`config.mk`:
```
export PLATFORM = sky130hd
export DESIGN_NAME = mux2_arb
export DESIGN_NICKNAME = d
export VERILOG_FILES = /design/src/rtl/mux2_pkg.sv /design/src/rtl/mux2.sv /design/src/rtl/mux2_arb.sv
export SDC_FILE = /design/constraint.sdc
export NUM_CORES = 1
export LEC_CHECK = 0
export ABC_AREA = 0
export BUFFER_PORTS_ARGS = -buffer_cell sky130_fd_sc_hd__buf_4
export CAP_MARGIN = 20
export CELL_PAD_IN_SITES_DETAIL_PLACEMENT = 0
export CELL_PAD_IN_SITES_GLOBAL_PLACEMENT = 1
export CORE_AREA = 2 2 46 58
export CTS_BUF_LIST = sky130_fd_sc_hd__clkbuf_4 sky130_fd_sc_hd__clkbuf_8 sky130_fd_sc_hd__clkbuf_16
export DETAILED_ROUTE_END_ITERATION = 10
export DIE_AREA = 0 0 48 60
export GPL_TIMING_DRIVEN = 0
export HOLD_SLACK_MARGIN = 0.12
export PLACE_DENSITY = 0.75
export SYNTH_ARGS = -nofsm -noshare
export SYNTH_HDL_FRONTEND = slang
export SYNTH_SLANG_ARGS = --single-unit
```
`constraint.sdc`:
```
create_clock -name clk -period 2 [get_ports clk]
set_input_delay 0.1 -clock clk [delete_from_list [all_inputs] [get_ports clk]]
set_output_delay 0.1 -clock clk [all_outputs]
set_load 0.02 [all_outputs]
```
`src/rtl/mux2_pkg.sv`:
```
// Shared types and constants for the two-input arbitrated mux slice.
package mux2_pkg;

  typedef enum logic {
    EMPTY = 1'b0,
    FULL  = 1'b1
  } state_t;

  localparam logic        P0    = 1'b0;
  localparam logic        P1    = 1'b1;
  localparam int unsigned DEF_W = 8;

endpackage

```
`src/rtl/mux2.sv`:
```
// W-wide 2:1 multiplexer: j=0 selects i0, j=1 selects i1.
module mux2 #(
  parameter int unsigned W = 8
) (
  input  logic [W-1:0] i0,
  input  logic [W-1:0] i1,
  input  logic         j,
  output logic [W-1:0] o
);

  always_comb begin
    o = j ? i1 : i0;
  end

endmodule

```
`src/rtl/mux2_arb.sv`:
```
// Two-requester round-robin arbiter feeding a one-beat registered output stage.
module mux2_arb
  import mux2_pkg::*;
#(
  parameter int unsigned W = DEF_W
) (
  input  logic         clk,
  input  logic         rst_n,
  input  logic [W-1:0] i0,
  input  logic [W-1:0] i1,
  input  logic         v0,
  input  logic         v1,
  output logic         g0,
  output logic         g1,
  output logic         j,
  output logic [W-1:0] o,
  output logic         ov,
  input  logic         ordy
);

  state_t         state_q, state_d;
  logic           lp_q;
  logic [W-1:0]   mux_o;
  logic           can_load;
  logic           xfer;

  mux2 #(.W(W)) u_mux2 (
    .i0 (i0),
    .i1 (i1),
    .j  (j),
    .o  (mux_o)
  );

  // rst_n gates grants so nothing is offered while reset is held low
  always_comb begin
    can_load = rst_n & ((state_q == EMPTY) | ordy);
    g0       = 1'b0;
    g1       = 1'b0;
    if (can_load) begin
      if (v0 && v1) begin
        g0 = (lp_q == P1);
        g1 = (lp_q == P0);
      end else begin
        g0 = v0;
        g1 = v1;
      end
    end
    xfer = (v0 & g0) | (v1 & g1);
    if (g1)      j = P1;
    else if (g0) j = P0;
    else         j = lp_q;
  end

  always_comb begin
    state_d = state_q;
    if (xfer)                            state_d = FULL;
    else if (state_q == FULL && ordy)    state_d = EMPTY;
  end

  always_ff @(posedge clk or negedge rst_n) begin
    if (!rst_n) begin
      state_q <= EMPTY;
    end else begin
      state_q <= state_d;
    end
  end

  always_ff @(posedge clk or negedge rst_n) begin
    if (!rst_n) begin
      o    <= '0;
      lp_q <= P1;
    end else if (xfer) begin
      o    <= mux_o;
      lp_q <= g1;
    end
  end

  assign ov = (state_q == FULL);

endmodule
```
==> results by group, run 1 <==
Run status
  – Status: completed

Worst setup path
  – Worst R2R Setup Slack: 0.14 ns
  – WP buf/inv: 3
  – Worst Setup End Kind: primary output
  – CP required: 1.90 ns
  – Reg2reg end: o[5]
  – Startpoint types: flip-flop
  – Arr. time, crit path: 1.82 ns
  – Worst-path cell chain: buf_2 -> nand2_1 -> clkbuf_2 -> and3_1 -> buf_4
  – Delay-heaviest family, CP: buffers and inverters
  – Biggest cell delay along the critical path: 0.52 ns
  – Beginning of the worst register-to-register path: lp_q
  – Crit path kind: reg -> out
  – Register-to-Register Path Depth: 5
  – Worst Path Max Fanout: 10
  – CP max-delay cell: dfstp_2
  – Crit path depth: 5

Routing
  – Routed len/inst: 16.5 um
  – DRC viols: 0
  – Drt pass-1 iters: 4
  – Routed vias: 823
  – Routed Antenna Nets: 0
  – Total Wirelength: 2370 um
  – DR iter-0 viols: 28
  – Vias/cell: 5.72

STA
  – Final min period: 1.92 ns
  – Fin Hold WS: 0.172 ns
  – Final hold vios: 0
  – RSZ-0062 raised after global routing: no
  – Slew @ Worst Pin: 0.681 ns
  – F_max: 520 MHz
  – Period utilization: 96.2%
  – Fin Setup TNS: 0 ns
  – Slew Limit Fails: 0
  – Final setup viols: 0
  – Clock Skews: 0.00471 ns
  – PnR worst setup slack: 0.0755 ns
  – Slew HR: 54.4%

Min path
  – Worst Hold End: o[6]
  – Worst Hold Depth: 3
  – Hold Crit Start: i0[6]
  – Class of the worst hold path: in -> reg

Logic synthesis
  – Synth Register Bits: 10
  – Yosys warns: 0
  – Post-synthesis sequential area ratio: 35.3%
  – Synth unique cells: 25
  – Synth Instances: 75
  – Mean Syn Cell Area: 9.49 um^2
  – Area leader, netlist: dfrtp_1
  – Cell area after synthesis: 712 um^2
  – Area contributors post-synth: dfrtp_1 32%, nor4b_1 9.8%, o41ai_1 8.6%, a211oi_1 8.4%, o31ai_1 8.4%
  – Synth top area share: 31.6%
  – Synth Net Count: 96

Clock network
  – Clk root buf: clkbuf_4
  – CTS sink count: 10
  – Reg clk slew, reported paths: 0.08 ns
  – Longest Clk Path Bufs: 2
  – Clock buffer count from CTS: 3
  – Skew-Pair Late Insertion Delay: 0.27 ns
  – H-tree levels: 1
  – CTS tree: built

Layout
  – Area Overhead vs Synth: 45.7%
  – Share of cells above drive strength 1: 39.6%
  – Final net count: 133
  – Diodes inserted: 0
  – Final Util: 43.6%

Floorplan
  – Cell Rows: 20
  – Die Footprint: 0.00288 mm^2
  – Starting Density: 29.9%
  – Die Width: 48 um
  – Die H: 60 um
  – Ports: 33
  – Core ar.: 0.00238 mm^2

Power and ir drop
  – Pwr Total: 0.849 mW
  – Pleak: 0.429 nW
  – Peak VDD IR: 349 uV
  – Pwr/cell area: 819 mW/mm^2

Global routing
  – Initial antenna violation count: 0
  – Number of global-route vias before repair: 736
  – Largest net degree at the start of global routing: 15
  – First-pass GRT wire length: 3710 um
  – GRT Total Usage: 18.7%
  – GR Overflow Total: 0

Placement
  – Dpl ws: 0.0775 ns
  – I/O Buffers: 32
  – GPL Wtd Cong: 0.790
  – Post-DP HPWL: 1610 um

Run
  – Max-Cap Viols: 0
-- metal layers --
| metal | wire length [um] | up-vias | part of all wire, % | global-route usage, % |
|---|---|---|---|---|
| met4 | 36 | 0 | 1.5 | 10.4 |
| li1 | - | 389 | - | - |
| met1 | 1050 | 390 | 44 | 26.5 |
| met2 | 1140 | 40 | 48 | 25.5 |
| met5 | 0 | - | 0 | 0 |
| met3 | 149 | 4 | 6.3 | 3.93 |
-- worst register-to-register path, stage by stage, from the launching register on --
cell	delay [ns]
dfstp_2	0.52
buf_2	0.22
nand2_1	0.21
clkbuf_2	0.25
nor4b_1	0.19
o41ai_1	0.36
-- layout make-up --
class	count	area (um^2)
Fill cell	258	1340
Multi-Input combinational cell	54	403
Sequential cell	10	251
Timing Repair Buffer	33	250
Buffer	8	47.5
Tap cell	33	41.3
Clock buffer	4	36.3
Inverter	2	7.51
-- what timing repair did --
item	in CTS	in global routing
setup buffers	0	0
hold buffers	1	0
resized for setup	0	2
setup endpoints to repair	0	3
hold endpoints to repair	10	0
-- registers in the layout, summed over array words and instances, names as in the netlist --
| name | flops |
|---|---|
| ov | 1 |
| o | 8 |
| lp_q | 1 |
-- logic make-up (layout without fill, tap and decap cells) --
family          Yosys count  count (layout)  synth area share, %
compound gates           28              28                 31.3
buf+inv                  11              47                 8.08
flops                    10              10                 35.3
simple gates             26              26                 25.3
-- synthesized netlist by cell type --
| master | n |
|---|---|
| dfrtp_1 | 9 |
| a211oi_1 | 8 |
| nor4_1 | 8 |
| nor4b_1 | 8 |
| o31ai_1 | 8 |
| o41ai_1 | 7 |
| clkbuf_1 | 5 |
| nand2_1 | 3 |
| buf_6 | 2 |
| o21a_1 | 2 |
| a21oi_1 | 1 |
| and2_1 | 1 |
| and3_1 | 1 |
| buf_1 | 1 |
| buf_2 | 1 |
| dfstp_2 | 1 |
| inv_1 | 1 |
| inv_2 | 1 |
| nand3_1 | 1 |
| nor2_1 | 1 |
| nor2b_4 | 1 |
| o21ai_0 | 1 |
| o41ai_2 | 1 |
| or2b_1 | 1 |
| or3_1 | 1 |
-- how the worst max path moves through the flow --
stage          start  endpoint  slack [ns]
2_1_floorplan     ov      o[0]        0.38
3_3_place_gp    lp_q      o[5]        0.14
3_5_place_dp    lp_q      o[5]        0.08
4_1_cts         lp_q        g1       0.008
5_1_grt         lp_q        g1        0.01
6_report        lp_q        g1        0.08
-- cells in the final DEF (no fill, tap or decap) --
master and count:
nor2_1 1, nand3_1 1, clkbuf_8 1, o41ai_2 1, inv_2 1, buf_1 1
a211oi_1 8, nor4b_1 8, or2b_1 1, a21oi_1 1, clkbuf_1 3, clkbuf_4 3
dfrtp_1 9, and2_1 1, o31ai_1 8, nor4_1 8, dlygate4sd3_1 1, o41ai_1 7
or3_1 1, buf_2 1, buf_6 2, buf_4 32, dfstp_2 1, inv_1 1
and3_1 1, o21ai_0 1, clkbuf_2 1, nand2_1 3, nor2b_4 1, o21a_1 2
-- through the flow --
step | cell area, um^2 | std cells
CTS | 1040 | 145
finish | 1040 | 144
detailed placement | 993 | 140
global placement | 993 | 140
global route | 1040 | 144
floorplan | 712 | 75
-- where the power goes --
group / leakage (nW) / internal (mW) / switching, mW
clock network: 0.0210 / 0.111 / 0.0798
logic: 0.292 / 0.171 / 0.212
registers: 0.116 / 0.251 / 0.0244
No activity file was read; power rests on OpenSTA's default activity.
==> inputs of run 2 (changes only) <==
--- a/config.mk
+++ b/config.mk
@@ -16,7 +16,7 @@
 export DIE_AREA = 0 0 48 60
 export GPL_TIMING_DRIVEN = 0
 export HOLD_SLACK_MARGIN = 0.12
-export PLACE_DENSITY = 0.75
+export PLACE_DENSITY_LB_ADDON = 0.08
 export SYNTH_ARGS = -nofsm -noshare
 export SYNTH_HDL_FRONTEND = slang
 export SYNTH_SLANG_ARGS = --single-unit
==> run 2 against run 1 <==
Compared with the run above:
- global-route usage increased by 0.25 points
- critical endpoint is now j
- worst hold slack improved by 0.017 ns
- clock skew increased by 0.0074 ns
- non-clock buffer count unchanged
- routed wire length decreased by 1.6%
==> results by group, run 2 (synthesis gave the netlist of run 1 again) <==
Run status
  – Status: completed

Routing
  – Routed vias: 815 (-0.97%)
  – Routed len/inst: 16.2 um (-1.6%)
  – Routed Antenna Nets: 0 (unchanged)
  – Drt pass-1 iters: 4 (unchanged)
  – Vias/cell: 5.66 (-0.97%)
  – DRC viols: 0 (unchanged)
  – Total Wirelength: 2340 um (-1.6%)
  – DR iter-0 viols: 20 (-29%)

STA
  – Slew HR: 54.2% (-0.21 points)
  – Clock Skews: 0.0122 ns (+0.00745 ns)
  – F_max: 531 MHz (+2.1%)
  – Slew Limit Fails: 0 (unchanged)
  – Final hold vios: 0 (unchanged)
  – RSZ-0062 raised after global routing: no
  – Period utilization: 94.2% (-2.0 points)
  – Final min period: 1.88 ns (-0.0395 ns)
  – Fin Setup TNS: 0 ns (unchanged)
  – Slew @ Worst Pin: 0.684 ns (+0.00320 ns)
  – Final setup viols: 0 (unchanged)

Layout
  – Sequential cell area: 251 um^2 (unchanged)
  – Diodes inserted: 0 (unchanged)
  – Footprint of the multi-input gates: 405 um^2 (+0.62%)
  – Most common cell after layout, fill and taps aside: buf_4
  – Number of flip-flops in the largest register: 8 (unchanged)
  – Area Overhead vs Synth: 45.2%
  – Largest Register: o
  – Final net count: 133 (unchanged)
  – Most frequent cells in the layout: 32 x buf_4, 9 x dfrtp_1
  – Non-filler cells, final: 144 (unchanged)
  – Share of cells above drive strength 1: 40.5% (+0.90 points)
  – Fillers: 257 (-0.39%)

Placement
  – Post-DP HPWL: 1600 um (-0.45%)
  – Placed insts: 140 (unchanged)
  – GPL Wtd Cong: 0.780 (-1.4%)
  – I/O Buffers: 32 (unchanged)

Clock network
  – CTS tree: built
  – CTS sink count: 10 (unchanged)
  – Clock buffer count from CTS: 3 (unchanged)
  – Longest Clk Path Bufs: 2 (unchanged)
  – H-tree levels: 1 (unchanged)
  – Reg clk slew, reported paths: 0.08 ns (about the same)
  – Clk root buf: clkbuf_4
  – Skew-Pair Late Insertion Delay: 0.28 ns (about the same)

Global routing
  – Largest net degree at the start of global routing: 15 (unchanged)
  – Initial antenna violation count: 0 (unchanged)
  – First-pass GRT wire length: 3850 um (+3.7%)
  – GR Overflow Total: 0 (unchanged)
  – Number of global-route vias before repair: 795 (+8.0%)
  – GRT Total Usage: 18.9% (+0.25 points)

Worst setup path
  – CP required: 1.90 ns (about the same)
  – Worst Setup End Kind: primary output
  – Register-to-Register Path Depth: 5 (unchanged)
  – Startpoint types: flip-flop
  – Crit path kind: reg -> out
  – Arr. time, crit path: 1.78 ns (-0.04 ns)
  – Worst Path Max Fanout: 10 (unchanged)

Min path
  – Class of the worst hold path: in -> reg
  – Worst Hold Depth: 3 (unchanged)

Floorplan
  – Core ar.: 0.00238 mm^2 (unchanged)
  – Starting Density: 29.9% (unchanged)
  – Die Width: 48 um (unchanged)
  – Die Footprint: 0.00288 mm^2 (unchanged)
  – Die H: 60 um (unchanged)
  – Cell Rows: 20 (unchanged)
  – Ports: 33 (unchanged)

Power and ir drop
  – Pwr/cell area: 800 mW/mm^2 (-2.3%)
  – Pleak: 0.427 nW (-0.54%)
  – Peak VDD IR: 441 uV (+26%)

Run
  – Max-Cap Viols: 0 (unchanged)
==> run 2: cell counts in the layout (fill, tap and decap cells not counted) <==
No cell type changed its count.
==> run 2: area by class of cell <==
type | instances | area share [%]
timing repair buffer | 33 | 24.2
multi-input combinational | 54 | 39.2
sequential | 10 | 24.3
buffer | 8 | 4.60
inverter | 2 | 0.726
clock buffer | 4 | 2.91
tap | 33 | 4.00
==> run 2: routing by layer <==
metal / vias to the layer above / share of wire, % / global-route usage (%) / wire length [um]
met2: 48 / 47 / 29.0 / 1100
met1: 376 / 43 / 26.8 / 998
met3: 5 / 8.4 / 2.11 / 196
li1: 386 / - / - / -
met4: 0 / 1.5 / 6.95 / 36
met5: - / 0 / 0 / 0
==> run 2: stage by stage <==
stage	setup slack, ns	utilization [%]	power (mW)	instance area [um^2]	hold WS (ns)
CTS	0.0287	43.5	0.833	1030	0.194
floorplan	0.383	-	0.501	712	-0.196
global route	0.0115	43.5	0.885	1030	0.225
global placement	0.0992	41.8	0.661	993	-0.0390
detailed placement	0.118	41.8	0.663	993	-0.0372
finish	0.115	43.5	0.827	1030	0.189
==> run 2: path summary, 6_finish.rpt <==
check                           startpoint  slack (ns)    to
worst max register to register        lp_q        0.27  o[5]
worst max-delay path                    ov        0.12     j
max in group asynchronous            rst_n        1.52  lp_q
worst min register to register        o[4]        0.50  o[4]
min in group asynchronous            rst_n        0.22  o[1]
worst min-delay path                 i0[2]        0.19  o[2]
==> run 2: power breakdown <==
group	internal [mW]	switching [mW]
clock network	0.0909	0.0774
registers	0.251	0.0235
logic	0.171	0.212
total	0.513	0.313
==> run 2: worst max-delay path, cell delays in order, from the launching register on <==
cell      delay (ns)
dfrtp_1         0.39
or2b_1          0.19
clkbuf_1        0.38
nand3_1         0.20
o21a_1          0.21
buf_4           0.15
==> run 2: what timing repair did <==
| item | in CTS | in global routing |
|---|---|---|
| gates resized for setup | 0 | 3 |
| setup endpoints to repair | 0 | 3 |
| hold endpoints to repair | 10 | 0 |
| buffers inserted | 0 | 0 |
| hold buffers | 1 | 0 |
==> inputs of run 3 (changes only) <==
==> constraint.sdc (replaced) <==
create_clock -name clk -period 2 [get_ports clk]
set_input_delay 0.1 -clock clk [delete_from_list [all_inputs] [get_ports clk]]
set_output_delay 0.1 -clock clk [all_outputs]
set_load 0.05 [all_outputs]
==> run 3 against run 2 <==
Compared with the run above:
- critical path depth is 1 higher
- sequential share of layout area is 0.12 points lower
- final area is 0.48% higher
- clock power is 3% lower
- global-route usage is 0.059 points lower
- non-clock buffer count stayed put
- core utilization is 0.21 points higher
- die area stayed put
- cell count stayed put
- setup slack better by 0.010 ns
==> results by group, run 3 (synthesis gave the netlist of run 1 again) <==
Layout
  – Most common cell after layout, fill and taps aside: buf_4
  – Largest Register: o
  – Diodes inserted: 0 (unchanged)
  – Non-filler cells, final: 144 (unchanged)
  – Most frequent cells in the layout: 32 x buf_4, 9 x dfrtp_1
  – Number of flip-flops in the largest register: 8 (unchanged)
  – Final Util: 43.7% (+0.21 points)
  – Final net count: 133 (unchanged)
  – Share of cells above drive strength 1: 42.3% (+1.8 points)
  – Area Overhead vs Synth: 45.9%

Routing
  – Drt pass-1 iters: 4 (unchanged)
  – DR iter-0 viols: 24 (+20%)
  – Routed Antenna Nets: 0 (unchanged)
  – Total Wirelength: 2340 um (+0.34%)
  – Routed len/inst: 16.3 um (+0.34%)
  – Vias/cell: 5.78 (+2.2%)
  – DRC viols: 0 (unchanged)
  – Routed vias: 833 (+2.2%)

Clock network
  – Post-CTS Setup Inserts: 0 (unchanged)
  – CTS sink count: 10 (unchanged)
  – Longest Clk Path Bufs: 2 (unchanged)
  – H-tree levels: 1 (unchanged)
  – CTS tree: built
  – Skew-Pair Late Insertion Delay: 0.27 ns (about the same)
  – Clock buffer count from CTS: 3 (unchanged)
  – Reg clk slew, reported paths: 0.08 ns (about the same)
  – Clk root buf: clkbuf_4

Global routing
  – First-pass GRT wire length: 3840 um (-0.18%)
  – GR Overflow Total: 0 (unchanged)
  – Largest net degree at the start of global routing: 15 (unchanged)
  – GRT Total Usage: 18.8% (-0.059 points)
  – Number of global-route vias before repair: 804 (+1.1%)
  – Initial antenna violation count: 0 (unchanged)

STA
  – Final min period: 1.87 ns (-0.0103 ns)
  – Final setup viols: 0 (unchanged)
  – Fin Setup TNS: 0 ns (unchanged)
  – Slew @ Worst Pin: 0.708 ns (+0.0236 ns)
  – Final hold vios: 0 (unchanged)
  – RSZ-0062 raised after global routing: no
  – Period utilization: 93.7% (-0.52 points)
  – F_max: 533 MHz (+0.55%)
  – Clock Skews: 0.0210 ns (+0.00883 ns)
  – Slew Limit Fails: 0 (unchanged)
  – Slew HR: 52.6% (-1.6 points)

Power and ir drop
  – Pleak: 0.429 nW (+0.58%)
  – Combinational share of power: 53.5% (+7.1 points)
  – Peak VDD IR: 479 uV (+8.8%)
  – P_sw: 0.427 mW (+36%)
  – Switching Share: 45.3% (+7.4 points)
  – Internal: 0.516 mW (+0.47%)
  – Clock Power Share: 17.3% (-3.1 points)
  – Pwr/cell area: 908 mW/mm^2 (+14%)
  – Register share of total power: 29.2% (-4.0 points)

Run
  – Max-Cap Viols: 0 (unchanged)

Worst setup path
  – CP required: 1.90 ns (about the same)
  – Arr. time, crit path: 1.77 ns (about the same)
  – Startpoint types: input pin
  – Crit path kind: in -> out
  – Worst Setup End Kind: primary output
  – Register-to-Register Path Depth: 5 (unchanged)
  – Worst Path Max Fanout: 14 (+4)

Floorplan
  – Die H: 60 um (unchanged)
  – Ports: 33 (unchanged)
  – Core ar.: 0.00238 mm^2 (unchanged)
  – Die Footprint: 0.00288 mm^2 (unchanged)
  – Starting Density: 29.9% (unchanged)
  – Cell Rows: 20 (unchanged)
  – Die Width: 48 um (unchanged)

Placement
  – Placed insts: 140 (unchanged)
  – I/O Buffers: 32 (unchanged)
  – Post-DP HPWL: 1590 um (-0.71%)
  – GPL Wtd Cong: 0.790 (+1.4%)

Min path
  – Worst Hold Depth: 3 (unchanged)
  – Class of the worst hold path: in -> reg

Run status
  – Status: completed
## run 3: cell types whose count changed in the layout (fill, tap and decap cells not counted)
cell / delta
clkbuf_2: +1
a21oi_1: -1
a21oi_2: +1
clkbuf_1: -1
## run 3: routing by layer
| layer | vias to the layer above | global-route usage [%] | routed length [um] |
|---|---|---|---|
| li1 | 387 | - | - |
| met1 | 400 | 26.6 | 1080 |
| met2 | 44 | 27.8 | 1080 |
| met3 | 2 | 2.72 | 163 |
| met4 | 0 | 8.49 | 18 |
| met5 | - | 0 | 0 |
## run 3: power groups by stage
stage	registers, mW	clock network [mW]	logic (mW)
floorplan	0.417	0	0.197
global placement	0.277	0	0.500
detailed placement	0.279	0	0.501
CTS	0.275	0.170	0.504
global route	0.281	0.185	0.539
finish	0.275	0.163	0.505
## run 3: final timing paths
| check | from | endpoint | slack (ns) |
|---|---|---|---|
| max | rst_n | g1 | 0.13 |
| min | i0[1] | o[1] | 0.20 |
| max reg2reg | lp_q | o[5] | 0.28 |
| min reg2reg | o[7] | o[7] | 0.51 |
| max in group asynchronous | rst_n | lp_q | 1.53 |
| min in group asynchronous | rst_n | o[0] | 0.21 |
## run 3: critical path: stages
cell,delay [ns]
dlygate4sd3_1,0.53
buf_4,0.22
and2_1,0.15
buf_1,0.35
and3_1,0.23
buf_4,0.20
## run 3: layout make-up
class                   count  area, um^2
inverters                   2        7.51
multi-input cells          54         409
well taps                  33        41.3
flip-flops and latches     10         251
clock buffers               4        30.0
fillers                   251        1340
repair buffers             33         250
plain buffers               8        48.8
## run 3: timing repair
action / CTS / global route
hold buffers: 1 / 0
hold endpoints to repair: 10 / 0
endpoints found under the setup margin: 1 / 4
resized for setup: 1 / 3
## run 3: stage by stage
stage | instance area, um^2 | hold slack (ns) | worst slack (ns) | power [mW]
after CTS | 1040 | 0.198 | 0.0525 | 0.948
after global routing | 1040 | 0.218 | 0.0273 | 1.00
after detailed placement | 997 | -0.0383 | 0.0874 | 0.779
after global placement | 997 | -0.0394 | 0.111 | 0.777
final | 1040 | 0.196 | 0.125 | 0.943
after floorplan | 716 | -0.196 | 0.179 | 0.615
